<file path="src/rtl/data_packer.sv">
// -----------------------------------------------------------------------------
// data_packer
//   Reads DATA_W-bit words from an upstream FIFO and packs WORDS of them into
//   one DATA_W*WORDS-bit output word. The first word of a group lands in the
//   least-significant slice and the last word in the most-significant slice.
//
// Ports
//   clk          : single clock, all state updates on the rising edge
//   rst          : synchronous, active-high reset
//   empty        : upstream FIFO empty flag (1 = no word available)
//   data_in      : upstream FIFO read data, valid one cycle after enable
//   enable       : upstream FIFO read strobe, one word consumed per high cycle
//   valid        : one-cycle pulse when a new packed word appears on data_out
//   data_out     : most recent completed packed word (held between updates)
//   o_dbg_state  : FSM state for observation (0 = REQ, 1 = CAP)
//
// Handshake
//   enable is asserted combinationally in REQ whenever empty is low and rst is
//   low. The FIFO presents the word during the following cycle (CAP), and it
//   is captured on the edge that ends CAP. enable is always low in CAP, so at
//   most one read is ever outstanding and each word takes at least 2 cycles.
// -----------------------------------------------------------------------------
module data_packer #(
  parameter int DATA_W = 16,
  parameter int WORDS  = 8
) (
  input  logic                      clk,
  input  logic                      rst,
  input  logic                      empty,
  input  logic [DATA_W-1:0]         data_in,
  output logic                      enable,
  output logic                      valid,
  output logic [DATA_W*WORDS-1:0]   data_out,
  output logic                      o_dbg_state
);

  localparam int TOT_W = DATA_W * WORDS;
  localparam int CNT_W = (WORDS > 1) ? $clog2(WORDS) : 1;
  localparam logic [CNT_W-1:0] LAST_CNT = CNT_W'(WORDS - 1);

  typedef enum logic {
    REQ = 1'b0,
    CAP = 1'b1
  } state_t;

  state_t             r_state;
  state_t             w_next_state;
  logic [CNT_W-1:0]   r_cnt;
  logic [TOT_W-1:0]   r_shift;
  logic [TOT_W-1:0]   r_dout;
  logic               r_valid;

  logic [TOT_W-1:0]   w_shift_next;
  logic               w_capture;
  logic               w_last;

  // FSM next state and read strobe. rst gates enable so no word is consumed
  // from the FIFO while the packer is being cleared.
  always_comb begin
    w_next_state = r_state;
    enable       = 1'b0;
    case (r_state)
      REQ: begin
        enable = !empty && !rst;
        if (!empty) w_next_state = CAP;
      end
      CAP: begin
        w_next_state = REQ;
      end
      default: w_next_state = REQ;
    endcase
  end

  // Shift toward the LSB with the new word entering the top slice, so after
  // WORDS captures the oldest word sits in bits [DATA_W-1:0].
  always_comb begin
    w_shift_next = r_shift;
    for (int i = 0; i < WORDS - 1; i++) begin
      w_shift_next[i*DATA_W +: DATA_W] = r_shift[(i+1)*DATA_W +: DATA_W];
    end
    w_shift_next[TOT_W-1 -: DATA_W] = data_in;
  end

  assign w_capture = (r_state == CAP);
  assign w_last    = w_capture && (r_cnt == LAST_CNT);

  always_ff @(posedge clk) begin
    if (rst) begin
      r_state <= REQ;
      r_cnt   <= '0;
      r_shift <= '0;
      r_dout  <= '0;
      r_valid <= 1'b0;
    end else begin
      r_state <= w_next_state;
      r_valid <= w_last;
      if (w_capture) begin
        r_shift <= w_shift_next;
        r_cnt   <= w_last ? '0 : r_cnt + 1'b1;
      end
      // The completing word is taken from the shift-next value so it is
      // included in the published pack on the same edge.
      if (w_last) begin
        r_dout <= w_shift_next;
      end
    end
  end

  assign valid       = r_valid;
  assign data_out    = r_dout;
  assign o_dbg_state = (r_state == CAP);

endmodule

</file>
<file path="config.mk">
export PLATFORM = sky130hd
export DESIGN_NAME = data_packer
export DESIGN_NICKNAME = d
export VERILOG_FILES = /design/src/rtl/data_packer.sv
export SDC_FILE = /design/constraint.sdc
export NUM_CORES = 1
export LEC_CHECK = 0
export ABC_AREA = 1
export BUFFER_PORTS_ARGS = -buffer_cell sky130_fd_sc_hd__buf_4
export CORE_UTILIZATION = 60
export DETAILED_ROUTE_END_ITERATION = 16
export GPL_ROUTABILITY_DRIVEN = 1
export PLACE_DENSITY_LB_ADDON = 0.2
export SLEW_MARGIN = 20
export SYNTH_ARGS = -nofsm -noshare
export SYNTH_HDL_FRONTEND = slang
export SYNTH_SLANG_ARGS = --single-unit
</file>
<file path="constraint.sdc">
create_clock -name clk -period 3.55 [get_ports clk]
set_clock_uncertainty 0.2 [all_clocks]
set_input_delay 0.71 -clock clk [delete_from_list [all_inputs] [get_ports clk]]
set_output_delay 0.71 -clock clk [all_outputs]
set_load 0.05 [all_outputs]
</file>
==> out/results.ini, run 1 <==
[status]
status=completed

[cells_and_area]
fin_cells=1503
syn2layout_area_growth_pct=21.0
drive_gt1_frac=0.153
layout.nets=1323
num_antenna_cells=0

[setup_path]
critical_path_buf_inv_count=1
r2r_end=data_out[71]
endpoint=enable
startpoint=o_dbg_state
path_delay_family=flip-flops
slowest_stage=dfxtp_4
required_ns=2.64
crit_path_max_incr_delay_ns=0.47
critPathKind=reg -> out
crit_fanout=33
crit_path_end_kind=output pin
reg2reg_depth=6
rrSetupSlack_ns=1.33
rr_startpoint=r_cnt[0]
critPathArrivalTime_ns=1.45
cp.depth=2
startpoint_type=flop
path_cells=nor3_1 > buf_4

[timing]
slew_viol_final=0
worstMarginPinSlew_ns=0.822
fin_crit_sh=0.664
worst_slack_ns=1.19
rsz0062_at_grt=no
finalCriticalPeriod_ns=2.36
setup_viol=0
setup_tns_ns=0
hold_viol=0
relSlewSlack=0.452
max_clock_freq_ghz=0.424

[die]
die-area_um2=15300
dieWidth_um=124
core-area_um2=14500
io_pins=150
die-height_um=124
start_util=0.612
num_rows=44

[synthesis]
ys_seq_area_frac=0.554
synthXorXnorAreaFrac=0
synth_compound_area_frac=0.0650
post_synth.cell_area_avg_um2=7.42
ys_types=17
synth_fp_nets=1216
ys_seq_elements=245
netlist_area_um2=8860
yosysTopAreaCellShare=0.554
yosys.area_share.simple=0.301
muxShareOfSynthArea=0
synthTopCellsByArea=dfxtp_1 (55%), nand2_1 (15%), nor2_1 (11%)
netlist_instances=1195
synthAdderAreaFrac=0.00282
synth_top_family_by_area=simple AND/OR/NAND/NOR gates
synth_top_cell_by_area=dfxtp_1
yosysWarnings=0

[grt]
grt_pass1_wl_um=32900
antenna_found_initial=0
grt_max_degree=194
grt_usage=0.267
overflow=0
grt_pass1_vias=6802

[clock_network]
clock-sinks=245
ctsHoldBuffers=0
root_buffer=clkbuf_16
clk_pin_slew_ns=0.06
cts_tree=built
ctsResizeCount=0
h-tree-depth=1
clock_path_buffers=3
clk_latency_ns=0.51
cts_setup_buffers=0
numCtsBuffers=24

[routing]
antenna_left=0
vias=7612
drc_errors=0
first_pass_iters=5
vias_per_cell=5.06
wl_per_cell_um=13.4
wl_um=20200
drt_iter0_markers=523

[power]
leakagePower_nw=5.44
power_mw=5.61
powerDensity_nw_per_um2=523
ir_drop_mv=0.434

[run]
maxCapViolations=0

[place]
dp_hpwl_um=11900
io_buffers=149
dp.cells=1460
routabilityCongestion=0.794
dp_slack_ns=1.26

[hold_path]
whs_path_depth=2
worstHoldStart=empty
worstHoldPathType=in -> reg

==> sequential cells by signal, indices dropped and copies added, names as in the netlist <==
name / flops
o_dbg_state: 1
valid: 1
r_cnt: 3
r_shift: 112
data_out: 128
==> cell families (layout without fill, tap and decap cells) <==
logic type,after synthesis,in the layout
buf+inv,148,272
compound gates,115,115
simple gates,685,685
flops,245,245
fa+ha+maj,2,2
==> placed cells by master, fill, tap and decap left out <==
cell         n
nand2_1    359
buf_12       3
clkinv_2     6
o21ai_0     66
inv_6        1
bufinv_16    2
clkbuf_16   25
clkbuf_1     6
nor2_1     259
buf_4      157
dfxtp_4      1
a21oi_1     49
dfxtp_1    244
nor3_1       2
nor2_4       1
nand3_1     63
nand2_8      1
clkbuf_8     5
inv_1       67
ha_1         2
==> area by class of cell <==
type,instances,area [um^2]
well taps,184,230
clock inverters,7,85.1
inverters,69,265
flip-flops and latches,245,4910
fillers,1139,3760
multi-input cells,802,3280
repair buffers,160,1240
clock buffers,36,717
==> power breakdown <==
part	switching [mW]	leakage, nW	internal, mW
clock network	1.02	0.399	1.54
registers	0.0553	1.99	2.81
logic	0.133	3.06	0.0591
total	1.21	5.44	4.40
==> metal layers <==
metal	wire [um]	global-route usage	up-vias	share of wire
met3	1200	0.0503	28	0.060
met4	314	0.0678	0	0.016
met5	0	0	-	0
met1	9220	0.374	3472	0.46
met2	9440	0.424	228	0.47
li1	-	-	3884	-
==> worst min-delay path by stage <==
stage,end
detailed placement,r_shift[23]
finish,o_dbg_state
global placement,r_cnt[1]
CTS,o_dbg_state
global route,o_dbg_state
floorplan,r_cnt[1]
==> cell usage after synthesis, drive strengths merged <==
master  instances
o21ai          66
clkbuf         17
nor2          260
dfxtp         245
buf            62
ha              2
nor3            2
nand2         360
nand3          63
inv            69
a21oi          49
==> worst reg2reg max path: cells and delay by family, from the launching register on <==
| family | cells | cell delay, ns |
|---|---|---|
| DFF | 1 | 0.33 |
| and+or+nand+nor | 3 | 0.62 |
| buffers and inverters | 1 | 0.53 |
| adders and majority gates | 2 | 0.47 |
==> metrics by stage <==
step	util	hold slack, ns	cell area, um^2
finish	0.740	0.166	10700
detailed placement	0.685	0.254	9920
global route	0.740	0.161	10700
floorplan	-	0.232	8860
global placement	0.685	0.244	9920
CTS	0.740	0.155	10700
(Power assumes the default switching activity.)
==> run 2: changes to the inputs <==
--- a/config.mk
+++ b/config.mk
@@ -5,9 +5,9 @@
 export SDC_FILE = /design/constraint.sdc
 export NUM_CORES = 1
 export LEC_CHECK = 0
-export ABC_AREA = 1
+export ABC_AREA = 0
 export BUFFER_PORTS_ARGS = -buffer_cell sky130_fd_sc_hd__buf_4
-export CORE_UTILIZATION = 60
+export CORE_UTILIZATION = 51
 export DETAILED_ROUTE_END_ITERATION = 16
 export GPL_ROUTABILITY_DRIVEN = 1
 export PLACE_DENSITY_LB_ADDON = 0.2
==> constraint.sdc (replaced) <==
create_clock -name clk -period 2.1 [get_ports clk]
set_clock_uncertainty 0.2 [all_clocks]
set_input_delay 0.42 -clock clk [delete_from_list [all_inputs] [get_ports clk]]
set_output_delay 0.42 -clock clk [all_outputs]
set_load 0.05 [all_outputs]
==> out/results.ini, run 2 <==
[status]
status=completed  ; unchanged

[synthesis]
yosysWarnings=0  ; unchanged
synth_ff_type=dfxtp_1  ; unchanged
synth_top_cell_by_area=dfxtp_1  ; unchanged
synth_edf_count=0  ; unchanged
synth_fp_nets=987  ; was 1216
netlist_instances=966  ; was 1195
synth_top_cells_by_count=dfxtp_1 (245), a21oi_1 (131), nand3_1 (128)  ; was nand2_1 (359), nor2_1 (259), dfxtp_1 (245)
netlist_area_um2=9700  ; was 8860 um^2
synthTopCellsByArea=dfxtp_1 (51%), a21bo_1 (12%), mux2i_1 (12%)  ; was dfxtp_1 (55%), nand2_1 (15%), nor2_1 (11%)
ys_seq_area_frac=0.506  ; was 0.554
ys_seq_elements=245  ; unchanged
yosysTopAreaCellShare=0.506  ; was 0.554
ys_types=18  ; was 17
synth_most_common_cell=dfxtp_1  ; was nand2_1
synthArstFlopShare=0  ; unchanged
post_synth.cell_area_avg_um2=10.0  ; was 7.42 um^2

[place]
placed_cell_area_um2=10900  ; was 9920 um^2
dp_slack_ns=0.284  ; was 1.26 ns
routabilityCongestion=0.779  ; was 0.794
dp_hpwl_um=14000  ; was 11900 um
io_buffers=149  ; unchanged

[routing]
wl_um=22200  ; was 20200 um
antenna_left=0  ; unchanged
vias_per_cell=5.38  ; was 5.06
first_pass_iters=5  ; unchanged
drt_iter0_markers=312  ; was 523
wl_per_cell_um=16.6  ; was 13.4 um
vias=7184  ; was 7612
drc_errors=0  ; unchanged

[die]
dieWidth_um=140  ; was 124 um
io_pins=150  ; unchanged
num_rows=50  ; was 44
start_util=0.520  ; was 0.612
die-area_um2=19600  ; was 15300 um^2
core-area_um2=18600  ; was 14500 um^2
die-height_um=140  ; was 124 um

[timing]
max_clock_freq_ghz=0.497
worst_slack_ns=0.0861  ; was 1.19 ns
slew_viol_final=0  ; unchanged
worstMarginPinSlew_ns=0.580  ; was 0.822 ns
relSlewSlack=0.613  ; was 0.452
setup_tns_ns=0  ; unchanged
rsz0062_at_grt=no  ; unchanged
setup_viol=0  ; unchanged
finalCriticalPeriod_ns=2.01
fin_crit_sh=0.959
hold_viol=0  ; unchanged

[clock_network]
h-tree-depth=1  ; unchanged
cts_setup_buffers=0  ; unchanged
root_buffer=clkbuf_16  ; unchanged
numCtsBuffers=25  ; was 24
clock_path_buffers=3  ; unchanged
clk_latency_ns=0.50  ; was 0.51 ns
cts_tree=built  ; unchanged
clk_pin_slew_ns=0.06  ; about the same
clock-sinks=245  ; unchanged

[setup_path]
required_ns=1.48  ; was 2.64 ns
reg2reg_depth=6  ; unchanged
crit_path_end_kind=output pin  ; unchanged
critPathArrivalTime_ns=1.39  ; was 1.45 ns
critPathKind=in -> out  ; was reg -> out
rrSetupSlack_ns=0.27  ; was 1.33 ns
crit_fanout=2  ; was 33
rr_startpoint=r_cnt[0]  ; unchanged
startpoint_type=input port  ; was flop
r2r_end=data_out[29]  ; was data_out[71]

[cells_and_area]
largest_reg_flops=128  ; unchanged
fin_util=0.640  ; was 0.740
num_antenna_cells=0  ; unchanged
syn2layout_area_growth_pct=23.1  ; was 21.0%
final_common_cell=dfxtp_1  ; was nand2_1
layout.nets=1105  ; was 1323
fin_area_um2=11900  ; was 10700 um^2
drive_gt1_frac=0.203  ; was 0.153
final_cell_mix=dfxtp_1 (244), buf_4 (155), a21oi_1 (131), nand3_1 (128), a21bo_1 (119)  ; was nand2_1 (359), nor2_1 (259), dfxtp_1 (244), buf_4 (157), inv_1 (67)

[power]
ir_drop_mv=0.555  ; was 0.434 mV
leakagePower_nw=4.66  ; was 5.44 nW
powerDensity_nw_per_um2=808  ; was 523 nW/um^2
power_mw=9.65  ; was 5.61 mW

[grt]
grt_max_degree=133  ; was 194
grt_usage=0.221  ; was 0.267
overflow=0  ; unchanged
grt_pass1_vias=6514  ; was 6802
antenna_found_initial=0  ; unchanged
grt_pass1_wl_um=35200  ; was 32900 um

[hold_path]
whs_path_depth=2  ; unchanged
worstHoldPathType=in -> reg  ; unchanged
worstHoldStart=rst  ; was empty
worstHoldEndpoint=r_shift[80]  ; was o_dbg_state

[run]
maxCapViolations=0  ; unchanged

==> run 2: timing repair <==
action	4_1_cts	5_1_grt
hold buffers	17	0
setup endpoints to repair	0	1
endpoints found under the hold margin	28	0
resized for setup	0	1
==> run 2: power breakdown <==
part | leakage (nW) | switching (mW) | internal [mW]
logic | 2.26 | 0.247 | 0.154
registers | 1.98 | 0.0333 | 4.67
clock network | 0.421 | 1.77 | 2.77
total | 4.66 | 2.05 | 7.60
==> run 2: worst max-delay path by stage <==
| stage | from | end | slack, ns | cells after the start |
|---|---|---|---|---|
| finish | empty | enable | 0.09 | 3 |
| global route | empty | enable | 0.06 | 3 |
| CTS | empty | enable | 0.006 | 4 |
| detailed placement | r_cnt[0] | data_out[45] | 0.28 | 6 |
| global placement | r_cnt[0] | data_out[42] | 0.36 | 6 |
| floorplan | o_dbg_state | enable | 0.11 | 4 |
==> run 2: layer usage <==
metal | up-vias | GRT usage | wire length, um
met3 | 21 | 0.0417 | 1130
met5 | - | 0 | 0
li1 | 3609 | - | -
met4 | 0 | 0.0549 | 312
met1 | 3405 | 0.307 | 10400
met2 | 149 | 0.355 | 10300
==> run 2: layout make-up <==
type,count,area [um^2]
Clock inverter,10,128
Fill cell,1564,6710
Tap cell,234,293
Clock buffer,35,724
Sequential cell,245,4910
Timing Repair Buffer,189,1660
Multi-Input combinational cell,623,4230
==> run 2: cells by family (layout without fill, tap and decap cells) <==
family | count (synthesis) | in the layout | share of synthesized area
AO/OA/AOI/OAI | 259 | 259 | 0.200
flip-flops | 245 | 245 | 0.506
adder cells (fa/ha/maj) | 2 | 2 | 0.00258
AND/OR/NAND/NOR | 250 | 250 | 0.116
buffers and inverters | 98 | 234 | 0.0610
multiplexers | 112 | 112 | 0.116
==> run 2: per-stage QoR <==
| stage | hold slack [ns] | cells |
|---|---|---|
| CTS | 0.0190 | 1337 |
| global route | 0.0280 | 1336 |
| finish | 0.0307 | 1336 |
| floorplan | 0.249 | 966 |
| global placement | 0.262 | 1275 |
| detailed placement | 0.272 | 1275 |
==> run 2: worst max-delay path, stage by stage <==
cell	delay [ns]
dlygate4sd3_1	0.60
nor3_4	0.20
buf_6	0.17
